**src/rtl/mem_stage.sv**
```systemverilog
// Memory-access stage: EXE/MEM register, req/ack data-memory bus, MEM/WB register.
// Optional misaligned word-access trap: define MEM_MISALIGN_TRAP_EN.
module mem_stage #(
    parameter int STALL_CNT_W = 16
) (
    input  logic                   clk,
    input  logic                   rstn,
    input  logic                   i_MEM_dmemWe,
    input  logic                   i_MEM_regWe,
    input  logic                   i_MEM_sByte,
    input  logic                   i_MEM_sWRD,
    input  logic [4:0]             i_MEM_WRA,
    input  logic [31:0]            i_MEM_rd2,
    input  logic [31:0]            i_MEM_aluOut,
    input  logic [31:0]            i_MEM_dRdata,
    input  logic                   i_MEM_dAck,
    output logic                   o_MEM_stall,
    output logic                   o_MEM_dReq,
    output logic                   o_MEM_dWe,
    output logic [31:0]            o_MEM_dAddr,
    output logic [31:0]            o_MEM_dWdata,
    output logic [3:0]             o_MEM_dBe,
    output logic                   o_MEM_regWe,
    output logic [4:0]             o_MEM_WRA,
    output logic [31:0]            o_MEM_wd,
    output logic                   o_MEM_trap,
    output logic [STALL_CNT_W-1:0] o_MEM_stallCnt
);

    typedef enum logic {S_IDLE, S_WAIT} state_t;

    state_t      state, state_nxt;
    logic        r_dmem_we, r_reg_we, r_s_byte, r_s_wrd;
    logic [4:0]  r_wra;
    logic [31:0] r_rd2, r_alu;
    logic        memop, misalign, is_load;
    logic [7:0]  ld_byte;
    logic [31:0] ld_data, wd_nxt;

    always_ff @(posedge clk or negedge rstn) begin
        if (!rstn) begin
            r_dmem_we <= 1'b0;
            r_reg_we  <= 1'b0;
            r_s_byte  <= 1'b0;
            r_s_wrd   <= 1'b0;
            r_wra     <= '0;
            r_rd2     <= '0;
            r_alu     <= '0;
        end else if (!o_MEM_stall) begin
            r_dmem_we <= i_MEM_dmemWe;
            r_reg_we  <= i_MEM_regWe;
            r_s_byte  <= i_MEM_sByte;
            r_s_wrd   <= i_MEM_sWRD;
            r_wra     <= i_MEM_WRA;
            r_rd2     <= i_MEM_rd2;
            r_alu     <= i_MEM_aluOut;
        end
    end

    assign memop   = r_dmem_we | r_s_wrd;
    assign is_load = r_s_wrd & ~r_dmem_we;

`ifdef MEM_MISALIGN_TRAP_EN
    assign misalign = memop & ~r_s_byte & (|r_alu[1:0]);

    always_ff @(posedge clk or negedge rstn) begin
        if (!rstn) o_MEM_trap <= 1'b0;
        else       o_MEM_trap <= misalign;
    end
`else
    assign misalign   = 1'b0;
    assign o_MEM_trap = 1'b0;
`endif

    // The register holds while stalled, so the request stays up in WAIT.
    assign o_MEM_dReq   = memop & ~misalign;
    assign o_MEM_stall  = o_MEM_dReq & ~i_MEM_dAck;
    assign o_MEM_dWe    = r_dmem_we;
    assign o_MEM_dAddr  = {r_alu[31:2], 2'b00};
    assign o_MEM_dWdata = r_s_byte ? {4{r_rd2[7:0]}} : r_rd2;
    assign o_MEM_dBe    = (r_dmem_we & r_s_byte) ? (4'b0001 << r_alu[1:0]) : 4'hF;

    always_ff @(posedge clk or negedge rstn) begin
        if (!rstn) state <= S_IDLE;
        else       state <= state_nxt;
    end

    always_comb begin
        state_nxt = state;
        unique case (state)
            S_IDLE: if (o_MEM_dReq && !i_MEM_dAck) state_nxt = S_WAIT;
            S_WAIT: if (i_MEM_dAck) state_nxt = S_IDLE;
            default: state_nxt = S_IDLE;
        endcase
    end

    always_comb begin
        ld_byte = i_MEM_dRdata[7:0];
        unique case (r_alu[1:0])
            2'd0: ld_byte = i_MEM_dRdata[7:0];
            2'd1: ld_byte = i_MEM_dRdata[15:8];
            2'd2: ld_byte = i_MEM_dRdata[23:16];
            2'd3: ld_byte = i_MEM_dRdata[31:24];
            default: ld_byte = i_MEM_dRdata[7:0];
        endcase
        ld_data = r_s_byte ? {{24{ld_byte[7]}}, ld_byte} : i_MEM_dRdata;
        wd_nxt  = is_load ? ld_data : r_alu;
    end

    always_ff @(posedge clk or negedge rstn) begin
        if (!rstn) begin
            o_MEM_regWe <= 1'b0;
            o_MEM_WRA   <= '0;
            o_MEM_wd    <= '0;
        end else if (o_MEM_stall || misalign) begin
            o_MEM_regWe <= 1'b0;
            o_MEM_WRA   <= '0;
            o_MEM_wd    <= '0;
        end else begin
            o_MEM_regWe <= r_reg_we & ~r_dmem_we;
            o_MEM_WRA   <= r_wra;
            o_MEM_wd    <= wd_nxt;
        end
    end

    always_ff @(posedge clk or negedge rstn) begin
        if (!rstn)
            o_MEM_stallCnt <= '0;
        else if (o_MEM_stall && o_MEM_stallCnt != '1)
            o_MEM_stallCnt <= o_MEM_stallCnt + 1'b1;
    end

endmodule

```
**config.mk**
```make
export PLATFORM = sky130hd
export DESIGN_NAME = mem_stage
export DESIGN_NICKNAME = d
export VERILOG_FILES = /design/src/rtl/mem_stage.sv
export SDC_FILE = /design/constraint.sdc
export NUM_CORES = 1
export LEC_CHECK = 0
export CAP_MARGIN = 20
export CORE_AREA = 2 2 119 121
export CTS_CLUSTER_SIZE = 16
export DETAILED_ROUTE_END_ITERATION = 8
export DIE_AREA = 0 0 121 123
export GPL_ROUTABILITY_DRIVEN = 0
export PLACE_DENSITY = 0.79
export SLEW_MARGIN = 15
export SYNTH_ARGS = -nofsm -noshare
export SYNTH_HDL_FRONTEND = slang
export SYNTH_SLANG_ARGS = --single-unit
```
**constraint.sdc**
```tcl
create_clock -name clk -period 2.75 [get_ports clk]
set_clock_uncertainty 0.15 [all_clocks]
set_input_delay 0.825 -clock clk [delete_from_list [all_inputs] [get_ports clk]]
set_output_delay 0.825 -clock clk [all_outputs]
set_load 0.02 [all_outputs]
```
; ---- Yosys cells after proc, flatten, opt, wreduce, memory -nomap -nowiden
; Index checks and enable logic that the tools add are counted.
[classes]
bitwise = 7
muxes = 8
addsub = 1
reduce_logical = 2
shifts = 1
eq_ne = 4
[op_table]
columns = cell, count
row1 = 32-bit 2-to-1 mux, 4
row2 = 8-bit case mux with 4 select lines, 1
row3 = "16-bit by 1-bit adder with 16-bit output, second input constant", 1
row4 = "16-bit != test, second input constant", 1
row5 = 5-bit 2-to-1 mux, 1
row6 = 1-bit bitwise AND, 4
row7 = "2-bit == test, second input constant", 2
row8 = 4-bit 2-to-1 mux, 1
row9 = "1-bit by 2-bit << shifter with 4-bit output, first input constant", 1
row10 = "2-bit by 1-bit == test with 1-bit output, second input constant", 1
row11 = 2-bit zero test, 1
row12 = 1-bit NOT, 2
row13 = 1-bit logical AND, 1
row14 = 1-bit 2-to-1 mux, 1
row15 = 1-bit bitwise OR, 1
[word_totals]
ff_bits = 127
output_inout_bits = 126
input_bits = 108
wordCells = 34

; ---- Depth between registers and ports, before layout
; Gate-level depths: netlist of the first run.
[logic_depth]
word_depth = 5
ltp_mapped = 6

; ---- Worst setup path before layout of the first run
; OpenSTA, ideal clock, no wires.
[synth_timing]
path_kind = input to output
from = input i_MEM_dAck
to = output o_MEM_stall
t_required_ns = 1.775
path_buffers = 2
path_slack_ns = 0.056
cell_stages = 4
t_arrival_ns = 1.719
cell_sequence = o21bai_2 buf_2 inv_2 buf_1
[synth_between]
elab_chain_cells = 2
[synth_lines]
columns = element, line
row1 = start: declaration, 16  ; input logic i_MEM_dAck,
row2 = 1-bit NOT, 77  ; assign o_MEM_stall = o_MEM_dReq & ~i_MEM_dAck;
row3 = 1-bit bitwise AND, 77
row4 = end: declaration, 17  ; output logic o_MEM_stall,
; No other way between the ends.

; ---- Worst setup path after layout of the first run
; Same ends and word-level chain as after synthesis.

==> results of run 1 <==
state kept, by name, indices dropped and copies added (netlist names):
signal	flops
o_MEM_wd	32
r_alu	32
r_rd2	32
o_MEM_stallCnt	16
o_MEM_WRA	5
r_wra	5
o_MEM_dWe	1
o_MEM_regWe	1
r_reg_we	1
r_s_byte	1
r_s_wrd	1
power groups by stage:
stage          Clock [mW]  Combinational (mW)  Sequential (mW)
2_1_floorplan           0               0.745             2.44
3_3_place_gp            0                1.65             2.32
3_5_place_dp            0                1.68             2.33
4_1_cts              2.02                1.64             2.30
5_1_grt              2.11                1.75             2.33
6_report             1.99                1.63             2.30
final cells by class:
type | count | area share [%]
clock buffers | 24 | 5.83
flip-flops and latches | 127 | 37.7
repair buffers | 248 | 29.0
multi-input cells | 360 | 23.2
inverters | 28 | 1.25
clock inverters | 6 | 0.415
well taps | 180 | 2.67
per-stage QoR:
step           utilization [%]  setup TNS (ns)  std cells  worst slack (ns)  area [µm²]
5_1_grt                   62.0               0        973           0.00379        8440
3_3_place_gp              58.3          -16.97        942            -0.423        7930
2_1_floorplan                -               0        591            0.0565        5720
6_report                  62.0               0        973            0.0355        8440
3_5_place_dp              58.3          -20.52        942            -0.414        7930
4_1_cts                   61.8               0        972            0.0114        8420
logic make-up after synthesis:
family	count (synthesis)	share of synthesized area (%)
other	1	0.0656
adder cells (fa/ha/maj)	1	0.219
XOR/XNOR	14	2.14
flip-flops	127	55.6
multiplexers	9	1.84
buffers and inverters	104	10.5
AO/OA/AOI/OAI	109	12.8
AND/OR/NAND/NOR	224	16.8
routing by layer:
metal	up-vias	share of wire, %	track usage, %
met5	-	0	0
met4	0	1.3	7.70
met3	14	9.4	8.12
met2	267	50	39.5
met1	2411	39	26.5
li1	2306	-	-
cells in the mapped netlist (7+ instances only):
master / count / share of area, %
nand2_1: 181 / 12
dfrtp_1: 127 / 56
o21ai_0: 62 / 5.4
buf_4: 41 / 5.4
inv_1: 27 / 1.8
a221o_1: 25 / 4.4
clkbuf_1: 20 / 1.3
xor2_1: 12 / 1.8
and2_1: 7 / 0.77
buf_6: 7 / 1.4
o22ai_1: 7 / 0.77
final timing paths:
check,start,slack [ns],cells past startpoint,end
min in group clk,r_wra[4],0.30,2,r_wra[4]
hold reg to reg,r_wra[4],0.30,2,r_wra[4]
max in group asynchronous,rstn,1.52,2,o_MEM_wd[26]
setup / recovery,i_MEM_dAck,0.04,4,o_MEM_stall
hold / removal,rstn,0.24,1,o_MEM_stallCnt[0]
setup reg to reg,r_alu[1],0.63,5,o_MEM_wd[31]
repair_timing:
action / in CTS / in global routing
hold buffers: 0 / 0
buffers inserted: 0 / 0
gates resized for setup: 32 / 4
setup endpoints to repair: 29 / 4
==> results.cfg, run 1 <==
[timing]
hold_viol = 0
slew_violations = 0
timing.final.crit_period_ns = 2.71
maxSlewHeadroom_pct = 60.6
max_freq_mhz = 368
worst_pin_slew_ns = 0.592
rsz0062_at_grt = false
hold_slack_ns = 0.237
setup_viol = 0
period_share_pct = 98.7

[critical_path]
arrival_ns = 1.74
crit_buf_inv = 3
max_stage_delay_ns = 0.45
cp_data_required_time_ns = 1.78
path_cells = clkdlybuf4s50_1 -> o21bai_4 -> inv_2 -> buf_2
critPathKind = input pin to primary output
cpMaxStageDelayCell = clkdlybuf4s50_1
cp_max_fo = 2
path_delay_family = buffers and inverters
end_kind = primary output
cp-start-kind = input pin

[cells_and_area]
drive_above_1_share_pct = 7.19
fillers = 1123
nNetsFinal = 891
areaGrowthSynthToFinish_pct = 47.6
mostFrequentLayoutCell = clkdlybuf4s50_1
layout_common_cells = clkdlybuf4s50_1 (200), nand2_1 (181), dfrtp_1 (126)
area.sequential_um2 = 3180
multi_input_area_um2 = 1950
antenna_cells = 0

[power]
p_leak_nw = 3.99
netSwitchingPower_mw = 1.82
power.total_mw = 5.93
clockPowerShare_pct = 33.6
swShare_pct = 30.7
combPwrFrac_pct = 27.5
seqPwrFrac_pct = 38.9
p_int_mw = 4.11
power_density_nw_per_um2 = 703
irDropWorstVdd_v = 0.000622

[synthesis]
synth-seq-area-share_pct = 55.6
syn_area_um2 = 5720
ys_seq_elements = 127
synthArstFlopShare_pct = 100
synth.avg_cell_area_um2 = 9.71
synth_warnings = 0
synth-edff-count = 0
synthCells = 589
yosys_most_used_dff = dfrtp_1
synth.distinct_cells = 40

[clocking]
clockBufferDepth = 2
cts.sinks = 127
clk_pin_slew_ns = 0.05
clockRootBuffer = clkbuf_16
clk_latency_ns = 0.41
cts_tree = done
cts_buffers = 17
htreeDepth = 4

[grt]
grt.total_usage_pct = 22.9
grt_overflow = 0
antenna_found_initial = 0
grt_pass1_vias = 4918
grt_max_degree = 64
grt_pass1_wl_um = 25800

[floorplan]
coreArea_um2 = 13600
rows = 43
io_pins = 234
initial_core_util_pct = 42.0
die_y_um = 123
dieWidth_um = 121
dieArea_um2 = 14900

[routing]
drc = 0
first_pass_iters = 5
wl_per_cell_um = 17.6
drtIter0Drc = 381
vias = 4998
ant_nets = 0
routed_wl_um = 17100
viasPerCell = 5.14

[run]
max_cap_violations = 0

[place]
port_buffers = 230
dpl.hpwl_um = 12300

[status]
status = complete, no violations

[min_path]
holdCritPathClass = input pin to asynchronous set/reset pin
No activity file was read; power rests on OpenSTA's default activity.
==> inputs of run 2 (changes only) <==
Settings changed: SKIP_LAST_GASP set to 1, TNS_END_PERCENT set to 100.
==> run 2 against run 1 <==
Compared with the run above: clock-buffer cell count stayed put; final area unchanged; combinational power about the same; flip-flop and latch count is the same; wire length hardly changed; fmax down 0.22%; utilization is the same; power hardly changed; worst hold slack stayed put; via count barely moved; largest cell class unchanged.
==> results.cfg, run 2 (same netlist as run 1, synthesis figures left out) <==
[power]
power.total_mw = 5.93
p_leak_nw = 3.99
irDropWorstVdd_v = 0.000622
power_density_nw_per_um2 = 703

[cells_and_area]
finalNonFillerCells = 973
areaGrowthSynthToFinish_pct = 47.6
layout_common_cells = clkdlybuf4s50_1 (200), nand2_1 (181), dfrtp_1 (126)
antenna_cells = 0
nNetsFinal = 891
drive_above_1_share_pct = 7.19
largestRegisters = o_MEM_wd (32), r_alu (32), r_rd2 (32)
fin_util_pct = 62.0
mostFrequentLayoutCell = clkdlybuf4s50_1
post-route-cell-area_um2 = 8440

[grt]
antenna_found_initial = 0
grt_pass1_vias = 4918
use_met1_pct = 26.5
grtUsageMet2_pct = 39.5
grt_max_degree = 64
grt_overflow = 0
grt_busiest_layer = met2
grt_pass1_wl_um = 25800
met3_usage_pct = 8.12
grt.total_usage_pct = 22.9

[timing]
timing.final.crit_period_ns = 2.72
period_share_pct = 98.9
slew_violations = 0
timing.setup.tns_ns = 0
hold_viol = 0
maxSlewHeadroom_pct = 60.6
max_freq_mhz = 368
worst_pin_slew_ns = 0.592
setup_ws_ns = 0.0294
setup_viol = 0
hold_slack_ns = 0.237
rsz0062_at_grt = false

[status]
status = complete, no violations

[floorplan]
dieArea_um2 = 14900
dieWidth_um = 121
die_y_um = 123
io_pins = 234
initial_core_util_pct = 42.0
rows = 43
coreArea_um2 = 13600

[clocking]
cts_tree = done
htreeDepth = 4
clockBufferDepth = 2
cts_buffers = 17
hold_buffers = 0
clk_latency_ns = 0.41
clk_pin_slew_ns = 0.05
clockRootBuffer = clkbuf_16
cts.sinks = 127

[critical_path]
path_cells = clkdlybuf4s50_1 -> o21bai_4 -> inv_2 -> clkbuf_2
max_stage_delay_ns = 0.45
end_kind = primary output
cp-start-kind = input pin
cp_max_fo = 2
cp_data_required_time_ns = 1.78
cpMaxStageDelayCell = clkdlybuf4s50_1
arrival_ns = 1.75
critPathKind = input pin to primary output

[run]
max_cap_violations = 0

[routing]
drc = 0
vias = 5000
first_pass_iters = 5
wl_per_cell_um = 17.6
routed_wl_um = 17100
drtIter0Drc = 381
viasPerCell = 5.14
ant_nets = 0

[min_path]
holdCritPathClass = input pin to asynchronous set/reset pin

[place]
port_buffers = 230
placed_cells = 942
dpl_worst_slack_ns = -0.414
dpl.hpwl_um = 12300
dpl_cell_area_um2 = 7930
[run 2: worst paths after layout]
kind	from	end	slack, ns	cells past startpoint
setup / recovery	i_MEM_dAck	o_MEM_stall	0.03	4
hold / removal	rstn	o_MEM_stallCnt[0]	0.24	1
setup reg to reg	r_alu[1]	o_MEM_wd[31]	0.63	5
hold reg to reg	r_wra[4]	r_wra[4]	0.30	2
max in group asynchronous	rstn	o_MEM_wd[26]	1.52	2
min in group clk	r_wra[4]	r_wra[4]	0.30	2
[run 2: cell type report]
class | count | area [µm²]
clock inverter | 6 | 35.0
sequential | 127 | 3180
clock buffer | 24 | 492
fill | 1123 | 5180
inverter | 28 | 105
timing repair buffer | 248 | 2450
multi-input combinational | 360 | 1950
tap | 180 | 225
[run 2: where the power goes]
part	switching [mW]	internal (mW)	leakage, nW
clock	0.764	1.23	0.258
sequential	0.178	2.12	1.58
combinational	0.875	0.756	2.14
[run 2: worst max-delay path: cells and delay by family]
family | cells | cell delay [ns]
buffers and inverters | 3 | 0.71
AO/OA/AOI/OAI | 1 | 0.21
[run 2: per-layer routing]
layer | wire, µm | vias up
met1 | 6700 | 2413
met4 | 220 | 0
met5 | 0 | -
met2 | 8610 | 267
met3 | 1610 | 14
li1 | - | 2306
[run 2: timing repair]
action | CTS | global route
setup buffers | 0 | 0
endpoints found under the setup margin | 29 | 5
cloned | 0 | 0
gates resized for setup | 29 | 6
==> RTL change 1: new RTL, flow settings as in run 2 <==
Put one more register stage on the output `o_MEM_stallCnt`, without a reset. The value now appears one clock later. The other outputs are not delayed to match.
--- a/src/rtl/mem_stage.sv
+++ b/src/rtl/mem_stage.sv
@@ -28,6 +28,8 @@
 );
 
     typedef enum logic {S_IDLE, S_WAIT} state_t;
+
+    logic [STALL_CNT_W-1:0] o_MEM_stallCnt_s0;
 
     state_t      state, state_nxt;
     logic        r_dmem_we, r_reg_we, r_s_byte, r_s_wrd;
@@ -125,9 +127,13 @@
 
     always_ff @(posedge clk or negedge rstn) begin
         if (!rstn)
-            o_MEM_stallCnt <= '0;
-        else if (o_MEM_stall && o_MEM_stallCnt != '1)
-            o_MEM_stallCnt <= o_MEM_stallCnt + 1'b1;
+            o_MEM_stallCnt_s0 <= '0;
+        else if (o_MEM_stall && o_MEM_stallCnt_s0 != '1)
+            o_MEM_stallCnt_s0 <= o_MEM_stallCnt_s0 + 1'b1;
+    end
+
+    always_ff @(posedge clk) begin
+        o_MEM_stallCnt <= o_MEM_stallCnt_s0;
     end
 
 endmodule
Check against the original RTL: not equivalent (a bounded check fails within 4 cycles, from zero or initial values and one cycle with rstn low).
==> RTL change 1 against run 2 <==
Sequential cell count increased by 16. Sequential power increased by 13%. Worst setup slack better by 0.055 ns. Global-route usage is 0.33 points higher. Sequential share of layout area rose by 2.0 points. Total power up 9.1%. Synthesized cell count rose by 2.7%. Synthesized area rose by 5.6%. Design area rose by 4.6%. Register-to-register slack got worse by 0.05 ns. Routed wire length is 0.53% lower. Largest cell class unchanged.
==> RTL change 1: results <==
metrics = {
    "detailed_routing": {
        "drt_pass1_iterations": 4,
        "initialDrtViolationCount": 364,
        "wl_met2_mm": 8.29,
        "met3_wirelength_mm": 1.57,
        "drt-wirelength-per-cell_um": 17.2,
        "wirelength_met1_mm": 6.69,
        "num_vias": 5103,
    },
    "setup_path": {
        "crit-reg2reg-capture": "r_alu[20]$_DFFE_PN0N_",
        "timing.critical_path.arrival_ns": 1.69,
        "register_to_register_setup_slack_ns": 0.58,
        "r2r_start": "o_MEM_dWe$_DFFE_PN0N_",
    },
    "placed_design": {
        "place_worst_setup_slack_ns": -0.352,
        "place.detailed.instances": 961,
    },
    "global_routing": {
        "globalRouteMet3Util_pct": 7.93,
        "pin_count_of_the_biggest_net_entering_global_routing": 67,
        "gr-usage-all-layers_pct": 23.2,
        "global_routing_met2_resource_utilization_pct": 38.2,
        "global_route.usage.met1_pct": 27.4,
        "wire_length_of_the_first_global_routing_pass_mm": 26.5,
    },
    "cells_and_area": {
        "finalNetCount": 909,
        "seqCellArea_um2": 3500,
        "num-nonclk-buffers": 250,
        "layout.clock_buffers": 20,
        "clock_cell_area_share_pct": 6.61,
        "drive_above_1_share_pct": 7.87,
        "fillers": 1066,
        "layout.buffer.nonclock.area_share_pct": 27.8,
        "post_layout_cell_count": 993,
    },
    "sta": {
        "slew_hr_pct": 26.4,
        "fmax_ghz": 0.375,
        "holdWs_ns": 0.159,
    },
    "synth": {
        "synth.avg_cell_area_um2": 9.98,
        "seq_area_frac_synth_pct": 57.9,
        "biggest_area_contributors_in_the_synthesized_netlist": "sky130_fd_sc_hd__dfrtp_1 (53%), sky130_fd_sc_hd__nand2_1 (11%), sky130_fd_sc_hd__dfxtp_1 (5.3%), sky130_fd_sc_hd__o21ai_0 (5.1%), sky130_fd_sc_hd__buf_4 (5.1%)",
        "asyncSetResetFlopFracSynth_pct": 88.8,
    },
    "pwr": {
        "switching_share_pct": 30.6,
        "worst_ir_drop_vdd_mv": 0.514,
        "p_leak_nw": 4.15,
    },
    "status": {
        "run_status": "finished, final reports clean",
    },
}
RTL change 1: kinds of logic (layout without fill, tap and decap cells):
group	count (synthesis)	in the layout	synth area share (%)
and+or+nand+nor	224	224	15.9
DFF	143	143	57.9
AOI/OAI and AO/OA	109	109	12.1
buffers and inverters	104	310	9.99
xor gates and xnor gates	14	14	2.03
muxes	9	9	1.74
adders and majority gates	1	1	0.207
other	1	3	0.0621
RTL change 1: power groups by stage:
stage	clock network, mW	logic (mW)	registers (mW)
after floorplan	0	0.745	2.74
after global placement	0	1.66	2.62
after detailed placement	0	1.69	2.63
after CTS	2.29	1.65	2.59
after global routing	2.39	1.76	2.63
final	2.24	1.63	2.59
RTL change 1: through the flow:
| step | instance area (µm²) | TNS (ns) |
|---|---|---|
| floorplan | 6040 | 0 |
| global placement | 8270 | -17.39 |
| detailed placement | 8270 | -17.59 |
| CTS | 8820 | -0.0933 |
| global route | 8820 | 0 |
| finish | 8820 | 0 |
==> RTL change 2: new RTL, flow settings as in run 2 <==
Made on the original files. The option `MEM_MISALIGN_TRAP_EN` is turned on by a define.
--- a/src/rtl/mem_stage.sv
+++ b/src/rtl/mem_stage.sv
@@ -1,5 +1,7 @@
 // Memory-access stage: EXE/MEM register, req/ack data-memory bus, MEM/WB register.
 // Optional misaligned word-access trap: define MEM_MISALIGN_TRAP_EN.
+`define MEM_MISALIGN_TRAP_EN
+
 module mem_stage #(
     parameter int STALL_CNT_W = 16
 ) (
Check against the original RTL: not equivalent (Yosys sat finds a counterexample within 4 cycles, from zero or initial values and one cycle with rstn low).
==> RTL change 2 against run 2 <==
Clock power rose by 9%. Sequential cell count is 1 higher. Non-clock buffer count increased by 2. Total power rose by 12%. Routed wire length down 1.9%. Worst setup slack improved by 0.014 ns. Critical path depth unchanged. Synthesized area increased by 8.2%. Design area rose by 6.4%. Largest power group unchanged.
==> RTL change 2: results <==
metrics = {
    "global_routing": {
        "wire_length_of_the_first_global_routing_pass_mm": 26.3,
        "grt_pass1_vias": 5002,
        "pin_count_of_the_biggest_net_entering_global_routing": 129,
        "globalRouteMet3Util_pct": 7.66,
        "global_route.usage.met1_pct": 26.6,
    },
    "synth": {
        "biggest_area_contributors_in_the_synthesized_netlist": "sky130_fd_sc_hd__dfrtp_1 (52%), sky130_fd_sc_hd__mux2_2 (11%), sky130_fd_sc_hd__buf_4 (4.9%), sky130_fd_sc_hd__o22ai_2 (4.0%), sky130_fd_sc_hd__mux2_1 (4.0%)",
        "seq_area_frac_synth_pct": 51.8,
        "synth.avg_cell_area_um2": 11.3,
    },
    "detailed_routing": {
        "initialDrtViolationCount": 271,
        "wl_met2_mm": 8.65,
        "wirelength_mm": 16.8,
        "wirelength_met1_mm": 6.53,
    },
    "status": {
        "run_status": "finished, final reports clean",
    },
    "pwr": {
        "power_frac_comb_pct": 31.3,
        "clock_share_of_power_pct": 32.4,
        "reported_net_switching_power_mw": 2.08,
        "p_leak_nw": 3.93,
        "worst_ir_drop_vdd_mv": 0.480,
        "pwr.group.combinational_mw": 2.08,
    },
    "setup_path": {
        "timing.critical_path.arrival_ns": 1.73,
        "critical_path.max_stage_delay_ns": 0.42,
    },
    "placed_design": {
        "detailed_place_hpwl_mm": 12.4,
        "place_worst_setup_slack_ns": -0.393,
    },
    "cells_and_area": {
        "post_layout_cell_count": 935,
        "finalNetCount": 851,
        "fillers": 1029,
    },
    "sta": {
        "slew_hr_pct": 52.6,
    },
    "cts": {
        "ctsResizeCount": 32,
    },
}
==> RTL change 2: changes by cell type in the layout (fill, tap and decap cells not counted), sizes merged, moves of 12 or more <==
| cell | run 2 | this run |
|---|---|---|
| a221o | 25 | 7 |
| inv | 28 | 53 |
| mux2 | 2 | 82 |
| nand2 | 181 | 16 |
| nor2 | 3 | 37 |
| o21ai | 62 | 49 |
| o22ai | 7 | 25 |
| xor2 | 12 | 0 |
==> RTL change 2: cell families after synthesis <==
group / after synthesis / synth area share [%]
AND/OR/NAND/NOR: 93 / 7.95
adder cells (fa/ha/maj): 1 / 0.202
buffers and inverters: 127 / 10.9
multiplexers: 84 / 15.5
XOR/XNOR: 8 / 1.13
AO/OA/AOI/OAI: 104 / 12.5
other: 1 / 0.0606
flip-flops: 128 / 51.8
==> RTL change 2: area by class of cell <==
cell class | instances | area share (%)
Clock buffer | 21 | 5.13
Clock inverter | 11 | 1.27
Inverter | 53 | 2.22
Multi-Input combinational cell | 292 | 25.9
Sequential cell | 128 | 35.7
Tap cell | 180 | 2.51
Timing Repair Buffer | 250 | 27.3
==> RTL change 2: path summary, 6_finish.rpt <==
check	slack, ns	to	startpoint	cells past startpoint
min in group clk	0.33	o_MEM_WRA[1]$_DFF_PN0_	r_wra[1]$_DFFE_PN0N_	1
hold / removal	0.33	r_wra[0]$_DFFE_PN0N_	rstn	2
setup / recovery	0.04	o_MEM_stall	i_MEM_dAck	4
hold reg to reg	0.33	o_MEM_WRA[1]$_DFF_PN0_	r_wra[1]$_DFFE_PN0N_	1
max in group asynchronous	1.55	o_MEM_WRA[3]$_DFF_PN0_	rstn	2
setup reg to reg	0.33	r_wra[2]$_DFFE_PN0N_	r_s_byte$_DFFE_PN0N_	6
